## config.mk

```make
export PLATFORM = sky130hd
export DESIGN_NAME = uart_tx_arbiter_flat
export DESIGN_NICKNAME = d
export VERILOG_FILES = /design/src/rtl/uart_arb_pkg.sv /design/src/rtl/uart_tx_arbiter_if.sv /design/src/rtl/uart_tx_arbiter_rr_pick.sv /design/src/rtl/uart_tx_arbiter.sv /design/src/flat_wrapper.sv
export SDC_FILE = /design/constraint.sdc
export NUM_CORES = 1
export LEC_CHECK = 0
export ABC_CLOCK_PERIOD_IN_PS = 2500
export CORE_MARGIN = 4
export CORE_UTILIZATION = 46
export DETAILED_ROUTE_END_ITERATION = 6
export PLACE_DENSITY = 0.78
export SLEW_MARGIN = 10
export SYNTH_ARGS = -nofsm -noshare
export SYNTH_HDL_FRONTEND = slang
export SYNTH_HIERARCHICAL = 1
export SYNTH_SLANG_ARGS = --single-unit
```

## constraint.sdc

```tcl
create_clock -name clock -period 2.5 [get_ports clock]
set_input_delay 0.375 -clock clock [delete_from_list [all_inputs] [get_ports clock]]
set_output_delay 0.375 -clock clock [all_outputs]
set_load 0.005 [all_outputs]
```

## src/rtl/uart_arb_pkg.sv

```systemverilog
// Shared state type and default sizing for the uart_tx arbiter and its helpers.
package uart_arb_pkg;

    localparam int unsigned DEF_NUM_REQ      = 4;
    localparam int unsigned DEF_DATA_W       = 4;
    localparam int unsigned DEF_BUSY_TIMEOUT = 15;

    typedef enum logic [2:0] {
        IDLE      = 3'd0,
        LAUNCH    = 3'd1,
        WAIT_BUSY = 3'd2,
        WAIT_DONE = 3'd3,
        RELEASE   = 3'd4
    } arb_state_e;

endpackage

```

## src/rtl/uart_tx_arbiter_if.sv

```systemverilog
// Requester-side and uart_tx-side signals of the arbiter, bundled as one interface.
interface uart_tx_arbiter_if
    import uart_arb_pkg::*;
#(
    parameter int unsigned NUM_REQ = DEF_NUM_REQ,
    parameter int unsigned DATA_W  = DEF_DATA_W
);
    localparam int unsigned IDX_W = $clog2(NUM_REQ);

    logic [NUM_REQ-1:0]        req;
    logic [NUM_REQ*DATA_W-1:0] req_data;
    logic [NUM_REQ-1:0]        ack;
    logic [NUM_REQ-1:0]        err;
    logic [IDX_W-1:0]          grant_id;
    logic                      active;
    logic                      uart_tx_en;
    logic [DATA_W-1:0]         uart_tx_data;
    logic                      uart_tx_busy;

    // master: requesters plus the uart_tx transmitter; slave: the arbiter
    modport master (
        output req, req_data, uart_tx_busy,
        input  ack, err, grant_id, active, uart_tx_en, uart_tx_data
    );

    modport slave (
        input  req, req_data, uart_tx_busy,
        output ack, err, grant_id, active, uart_tx_en, uart_tx_data
    );

endinterface

```

## src/rtl/uart_tx_arbiter_rr_pick.sv

```systemverilog
// Round-robin picker: first set request at or above ptr, wrapping modulo NUM_REQ.
module rr_pick #(
    parameter  int unsigned NUM_REQ = 4,
    localparam int unsigned IDX_W   = $clog2(NUM_REQ)
) (
    input  logic [NUM_REQ-1:0] req,
    input  logic [IDX_W-1:0]   ptr,
    output logic               valid_c,
    output logic [IDX_W-1:0]   idx_c
);

    int unsigned cand;

    always_comb begin
        valid_c = 1'b0;
        idx_c   = '0;
        cand    = 0;
        for (int unsigned k = 0; k < NUM_REQ; k++) begin
            cand = (32'(ptr) + k) % NUM_REQ;
            if (!valid_c && req[IDX_W'(cand)]) begin
                valid_c = 1'b1;
                idx_c   = IDX_W'(cand);
            end
        end
    end

endmodule

```

## src/rtl/uart_tx_arbiter.sv

```systemverilog
// Shares one uart_tx among NUM_REQ requesters, one transfer at a time, round-robin,
// with a bounded wait for the transmitter to report busy after each launch.
module uart_tx_arbiter
    import uart_arb_pkg::*;
#(
    parameter int unsigned NUM_REQ      = DEF_NUM_REQ,
    parameter int unsigned DATA_W       = DEF_DATA_W,
    parameter int unsigned BUSY_TIMEOUT = DEF_BUSY_TIMEOUT
) (
    input logic              clock,
    input logic              reset,
    uart_tx_arbiter_if.slave bus
);

    localparam int unsigned IDX_W = $clog2(NUM_REQ);
    localparam int unsigned CNT_W = $clog2(BUSY_TIMEOUT + 1);

    arb_state_e         state_q, state_d;
    logic [IDX_W-1:0]   grant_id_q, grant_id_d;
    logic [IDX_W-1:0]   rr_ptr_q, rr_ptr_d;
    logic [DATA_W-1:0]  tx_data_q, tx_data_d;
    logic [CNT_W-1:0]   cnt_q, cnt_d;
    logic               tx_en_q, tx_en_d;
    logic               active_q, active_d;
    logic [NUM_REQ-1:0] ack_q, ack_d;
    logic [NUM_REQ-1:0] err_q, err_d;

    logic               pick_valid;
    logic [IDX_W-1:0]   pick_idx;
    logic [DATA_W-1:0]  sel_data;
    logic [NUM_REQ-1:0] grant_oh;
    logic [CNT_W-1:0]   cnt_inc;

    rr_pick #(.NUM_REQ(NUM_REQ)) u_rr_pick (
        .req     (bus.req),
        .ptr     (rr_ptr_q),
        .valid_c (pick_valid),
        .idx_c   (pick_idx)
    );

    // Payload slice of the requester the picker would grant now.
    always_comb begin
        sel_data = '0;
        for (int unsigned i = 0; i < NUM_REQ; i++) begin
            if (pick_idx == IDX_W'(i)) begin
                sel_data = bus.req_data[i*DATA_W +: DATA_W];
            end
        end
    end

    assign grant_oh = NUM_REQ'(1) << grant_id_q;
    assign cnt_inc  = (cnt_q == CNT_W'(BUSY_TIMEOUT)) ? cnt_q : cnt_q + CNT_W'(1);

    always_ff @(posedge clock or posedge reset) begin
        if (reset) begin
            state_q    <= IDLE;
            grant_id_q <= '0;
            rr_ptr_q   <= '0;
            tx_data_q  <= '0;
            cnt_q      <= '0;
            tx_en_q    <= 1'b0;
            active_q   <= 1'b0;
            ack_q      <= '0;
            err_q      <= '0;
        end else begin
            state_q    <= state_d;
            grant_id_q <= grant_id_d;
            rr_ptr_q   <= rr_ptr_d;
            tx_data_q  <= tx_data_d;
            cnt_q      <= cnt_d;
            tx_en_q    <= tx_en_d;
            active_q   <= active_d;
            ack_q      <= ack_d;
            err_q      <= err_d;
        end
    end

    always_comb begin
        state_d    = state_q;
        grant_id_d = grant_id_q;
        rr_ptr_d   = rr_ptr_q;
        tx_data_d  = tx_data_q;
        cnt_d      = cnt_q;
        tx_en_d    = 1'b0;
        ack_d      = '0;
        err_d      = '0;

        unique case (state_q)
            IDLE: begin
                // A busy transmitter here is a foreign or residual frame: hold off.
                if (pick_valid && !bus.uart_tx_busy) begin
                    grant_id_d = pick_idx;
                    tx_data_d  = sel_data;
                    state_d    = LAUNCH;
                end
            end
            LAUNCH: begin
                tx_en_d = 1'b1;
                cnt_d   = '0;
                state_d = WAIT_BUSY;
            end
            WAIT_BUSY: begin
                // Busy has priority over a timeout landing in the same cycle.
                if (bus.uart_tx_busy) begin
                    state_d = WAIT_DONE;
                end else begin
                    cnt_d = cnt_inc;
                    if (cnt_inc == CNT_W'(BUSY_TIMEOUT)) begin
                        err_d   = grant_oh;
                        state_d = RELEASE;
                    end
                end
            end
            WAIT_DONE: begin
                if (!bus.uart_tx_busy) begin
                    ack_d   = grant_oh;
                    state_d = RELEASE;
                end
            end
            RELEASE: begin
                rr_ptr_d = (grant_id_q == IDX_W'(NUM_REQ - 1)) ? '0 : grant_id_q + IDX_W'(1);
                state_d  = IDLE;
            end
            default: state_d = IDLE;
        endcase

        active_d = (state_d != IDLE);
    end

    assign bus.ack          = ack_q;
    assign bus.err          = err_q;
    assign bus.grant_id     = grant_id_q;
    assign bus.active       = active_q;
    assign bus.uart_tx_en   = tx_en_q;
    assign bus.uart_tx_data = tx_data_q;

endmodule

```

## src/flat_wrapper.sv

```systemverilog
// flat-port wrapper written by rule: the top's interface ports become plain ports
module uart_tx_arbiter_flat import uart_arb_pkg::*;
#(
    parameter int unsigned NUM_REQ      = DEF_NUM_REQ,
    parameter int unsigned DATA_W       = DEF_DATA_W,
    parameter int unsigned BUSY_TIMEOUT = DEF_BUSY_TIMEOUT
)
  (clock, reset, bus_req, bus_req_data, bus_uart_tx_busy, bus_ack, bus_err, bus_grant_id, bus_active, bus_uart_tx_en, bus_uart_tx_data);
  uart_tx_arbiter_if #(.NUM_REQ(NUM_REQ), .DATA_W(DATA_W)) bus_i ();
  input logic clock;
  input logic reset;
  input wire logic [$bits(bus_i.req)-1:0] bus_req;
  input wire logic [$bits(bus_i.req_data)-1:0] bus_req_data;
  input wire logic [$bits(bus_i.uart_tx_busy)-1:0] bus_uart_tx_busy;
  output wire logic [$bits(bus_i.ack)-1:0] bus_ack;
  output wire logic [$bits(bus_i.err)-1:0] bus_err;
  output wire logic [$bits(bus_i.grant_id)-1:0] bus_grant_id;
  output wire logic [$bits(bus_i.active)-1:0] bus_active;
  output wire logic [$bits(bus_i.uart_tx_en)-1:0] bus_uart_tx_en;
  output wire logic [$bits(bus_i.uart_tx_data)-1:0] bus_uart_tx_data;
  assign bus_i.req = bus_req;
  assign bus_i.req_data = bus_req_data;
  assign bus_i.uart_tx_busy = bus_uart_tx_busy;
  assign bus_ack = bus_i.ack;
  assign bus_err = bus_i.err;
  assign bus_grant_id = bus_i.grant_id;
  assign bus_active = bus_i.active;
  assign bus_uart_tx_en = bus_i.uart_tx_en;
  assign bus_uart_tx_data = bus_i.uart_tx_data;
  uart_tx_arbiter #(.NUM_REQ(NUM_REQ), .DATA_W(DATA_W), .BUSY_TIMEOUT(BUSY_TIMEOUT)) u_core (.clock(clock), .reset(reset), .bus(bus_i));
endmodule
```

==> impl.org <==
** Status
- Result of the run :: finished clean

** Synthesis
- Register bit count reported by yosys :: 25
- Syn Std Cell Area :: 1290 um2
- Post-synth EDFFs :: 0
- Number of warnings printed during yosys synthesis :: 6
- The top cell type by area accounts for 48.5% of the synthesized area.
- Avg Inst Size Synth :: 11.8 um2
- The cell count after synthesis came out at 109.
- Biggest area contributors in the synthesized netlist :: sky130_fd_sc_hd__dfrtp_1 (48%), sky130_fd_sc_hd__mux2_2 (7.0%), sky130_fd_sc_hd__mux4_2 (7.0%)
- Post-synth cell types :: 35
- Synth Net Count :: 137
- For this run, the register share of the synthesized area comes to 48.5%.
- After synthesis, the share of flip-flops with an asynchronous set or reset is 100%.
- sky130_fd_sc_hd__dfrtp_1 takes more of the synthesized area than any other cell.
- For this run, the leading register cell type out of synthesis is sky130_fd_sc_hd__dfrtp_1.

** Timing
- Timing would allow up to 453 MHz.
- The final count of pins violating max slew came to 0.
- In the final timing run, aggregate negative setup slack is 0 ns.
- Measured against its own limit, the worst slew margin works out to 54.2%.
- At the pin with the least slew margin, the transition time is 0.685 ns.
- RSZ-0062 raised after global routing :: no
- Setup slack closes at 0.295 ns.
- Final period utilization :: 88.2%
- Post-route clock skew :: 0.00308 ns
- Setup violations remaining at the end of the flow were counted as 0.
- Final Hold Vio Count :: 0
- Time the final worst path needs with I/O delays and setup :: 2.21 ns

** Power
- Worst supply voltage drop on vdd :: 531 uV
- For this design the ratio of total power to cell area is 888 nW/um2.
- Total power of the final layout :: 1.54 mW
- In this run the static leakage power is 0.745 nW.

** Final layout
- The post-route netlist has 17.1% of its cells at a drive strength greater than 1.
- Most frequent standard cell in the layout excluding fill and tap cells :: sky130_fd_sc_hd__clkdlybuf4s50_1
- From synthesis to final layout, the design area changed by 34.8%.
- The top cell types in the final layout, fill and taps aside, are sky130_fd_sc_hd__clkdlybuf4s50_1 (38), sky130_fd_sc_hd__dfrtp_1 (25), sky130_fd_sc_hd__inv_1 (13), sky130_fd_sc_hd__mux2_2 (8), sky130_fd_sc_hd__nor3_1 (7).
- At the end of the flow, the number of nets in the layout was 181.
- Once layout is complete, the utilization of the core stands at 67.7%.
- The number of antenna diodes in the final layout is 0.
- Final cell count without fillers :: 182

** Clock tree
- CTS clock-pin slew for the worst setup and hold paths :: 0.13 ns
- The number of setup buffers added after CTS is 0.
- In this run the number of H-tree levels came out at 1.
- Once the clock tree was built, the resizer swapped 0 gates to a different size.
- CTS buffer count :: 3
- The clock net in this run drives a total of 25 sinks.
- No sink is reached through more buffers than the 2 on the longest clock path.
- CTS placed an instance of sky130_fd_sc_hd__clkbuf_4 at the clock tree root.
- TritonCTS clock tree :: yes
- Clock latency on the worst-skew pair, taken at its later pin, is 0.32 ns.
- For this design, the CTS-stage hold fixing added 0 buffers.

** Critical path
- For the worst setup path, the data required time is 2.72 ns.
- Slowest cell on crit path :: sky130_fd_sc_hd__clkdlybuf4s50_1
- Type of the worst setup path :: input pin to flop
- Count of buffer and inverter cells on the critical path :: 3
- The worst setup path is captured at a flop.
- Data arrival time of the worst path :: 2.42 ns
- Startpoint class of the critical path :: input pin
- Broken down by cell family, the worst path's largest delay share belongs to buffers and inverters.
- In this run the register-to-register setup slack is 0.48 ns.
- Worst path cell trace :: clkdlybuf4s50_1 > inv_1 > a221o_1 > a21oi_1 > buf_4 > mux4_2 > mux2_2
- Crit-path max cell delay :: 0.52 ns
- Maximum fanout encountered on the critical timing path :: 5

** Global route
- The layer flagged by global routing as most heavily used is met2.
- Total track usage :: 16.0%
- Global routing consumed, on the met2 layer, 27.3% of the routing resources.
- Global routing used 4.26% of the available met3 tracks.
- Global routing finished with a remaining overflow of 0.
- Entering global routing, the biggest net connects 26 pins.
- Initial antenna violation count :: 0
- The first global-routing pass estimated 4330 um of wire.
- The via count of the first global-routing pass is 998.
- Met1 Usage GRT :: 18.4%

** Route
- The count of nets left with antenna violations once routing finished came out at 0.
- Count of TritonRoute iterations in the first routing pass :: 6
- Number of design-rule violations left by the first detailed-router iteration :: 39
- The routed design has 2610 um of wire.
- For this run, design rule violations remaining after detail routing come to 0.
- Mean routed wirelength per cell :: 14.3 um
- Vias :: 994
- Using the TritonRoute via totals, the vias-per-cell ratio works out to 5.46.

** Floorplan
- For this design the top-level I/O count stands at 39.
- Core box area :: 2570 um2
- After floorplanning, the core was divided into 18 placement rows.
- Die span in x :: 61.0 um
- The die covers 3720 um2.
- The die is 61.0 um tall.
- For this configuration, the core starts out at a cell density of 50.2%.

** Placed design
- Routability congestion estimate from global placement :: 0.827
- HPWL after DPL :: 2020 um
- Including well taps, the total number of placed cells is 178.
- PortBufs :: 38
- Worst Setup Slack post-DPL :: -0.0380 ns

** Hold path
- Hold WC Path Type :: input pin to asynchronous set/reset pin

** Run
- Max-cap violations in this run came to 0.
worst paths after layout:
kind | startpoint | end | cells after the start
hold reg to reg | u_core/bus.uart_tx_data[2] | u_core/bus.uart_tx_data[2] | 1
hold / removal | reset | u_core/bus.err[1] | 3
min in group clock | u_core/bus.uart_tx_data[2] | u_core/bus.uart_tx_data[2] | 1
setup / recovery | bus_req[1] | u_core/bus.uart_tx_data[3] | 7
max in group asynchronous | reset | u_core/cnt_q[0] | 3
setup reg to reg | u_core/rr_ptr_q[0] | u_core/bus.uart_tx_data[3] | 6
sequential cells by signal, indices dropped and copies added, names as in the netlist:
| name | flops |
|---|---|
| u_core/bus.err | 4 |
| u_core/bus.grant_id | 2 |
| u_core/bus.ack | 4 |
| u_core/bus.uart_tx_data | 4 |
| u_core/state_q | 3 |
| u_core/bus.active | 1 |
| u_core/cnt_q | 4 |
| u_core/bus.uart_tx_en | 1 |
| u_core/rr_ptr_q | 2 |
synth_stat cells, types with 2 or more instances:
master                      n
sky130_fd_sc_hd__mux2_2     8
sky130_fd_sc_hd__nand2_1    3
sky130_fd_sc_hd__nor3_1     7
sky130_fd_sc_hd__dfrtp_1   25
sky130_fd_sc_hd__o21bai_1   2
sky130_fd_sc_hd__inv_1     13
sky130_fd_sc_hd__ha_1       5
sky130_fd_sc_hd__mux4_2     4
sky130_fd_sc_hd__nand3_1    2
sky130_fd_sc_hd__nor3b_1    2
sky130_fd_sc_hd__and2_1     4
sky130_fd_sc_hd__buf_6      2
sky130_fd_sc_hd__nor2_1     4
sky130_fd_sc_hd__nand2b_1   2
sky130_fd_sc_hd__a31o_2     2
sky130_fd_sc_hd__a21oi_1    5
tightest hold or removal path: stages:
cell and delay, ns:
sky130_fd_sc_hd__clkdlybuf4s50_1 0.39, sky130_fd_sc_hd__inv_1 0.05, sky130_fd_sc_hd__buf_4 0.29
per-layer routing:
layer / vias up / wire (um) / part of all wire (%)
met5: - / 0 / 0
met4: 0 / 44 / 1.7
met3: 6 / 214 / 8.2
met2: 44 / 1250 / 48
met1: 473 / 1100 / 42
li1: 471 / - / -
kinds of logic after synthesis:
kind of cell               count (synthesis)  share of synthesized area [%]
AOI/OAI and AO/OA                         16                           9.89
xor gates and xnor gates                   1                          0.679
adders and majority gates                  5                           4.85
buffers and inverters                     17                           6.11
DFF                                       25                           48.5
muxes                                     14                           15.9
and+or+nand+nor                           31                           14.1
report_power, final:
| part | internal (mW) | leakage [nW] | switching, mW |
|---|---|---|---|
| combinational | 0.433 | 0.405 | 0.268 |
| clock | 0.0599 | 0.0177 | 0.119 |
| sequential | 0.531 | 0.322 | 0.133 |
| total | 1.02 | 0.745 | 0.520 |
final cells by class:
| class | count | area [um2] |
|---|---|---|
| Fill cell | 206 | 828 |
| Sequential cell | 25 | 626 |
| Multi-Input combinational cell | 67 | 586 |
| Timing Repair Buffer | 42 | 410 |
| Inverter | 14 | 52.6 |
| Tap cell | 30 | 37.5 |
| Clock buffer | 3 | 22.5 |
| Clock inverter | 1 | 5.00 |
stage by stage:
| stage | instance area [um2] | hold WS, ns |
|---|---|---|
| final | 1740 | 0.381 |
| after global routing | 1740 | 0.406 |
| after CTS | 1740 | 0.378 |
| after detailed placement | 1710 | 0.499 |
| after global placement | 1710 | 0.491 |
| after floorplan | 1290 | 0.402 |
(Power assumes the default switching activity.)
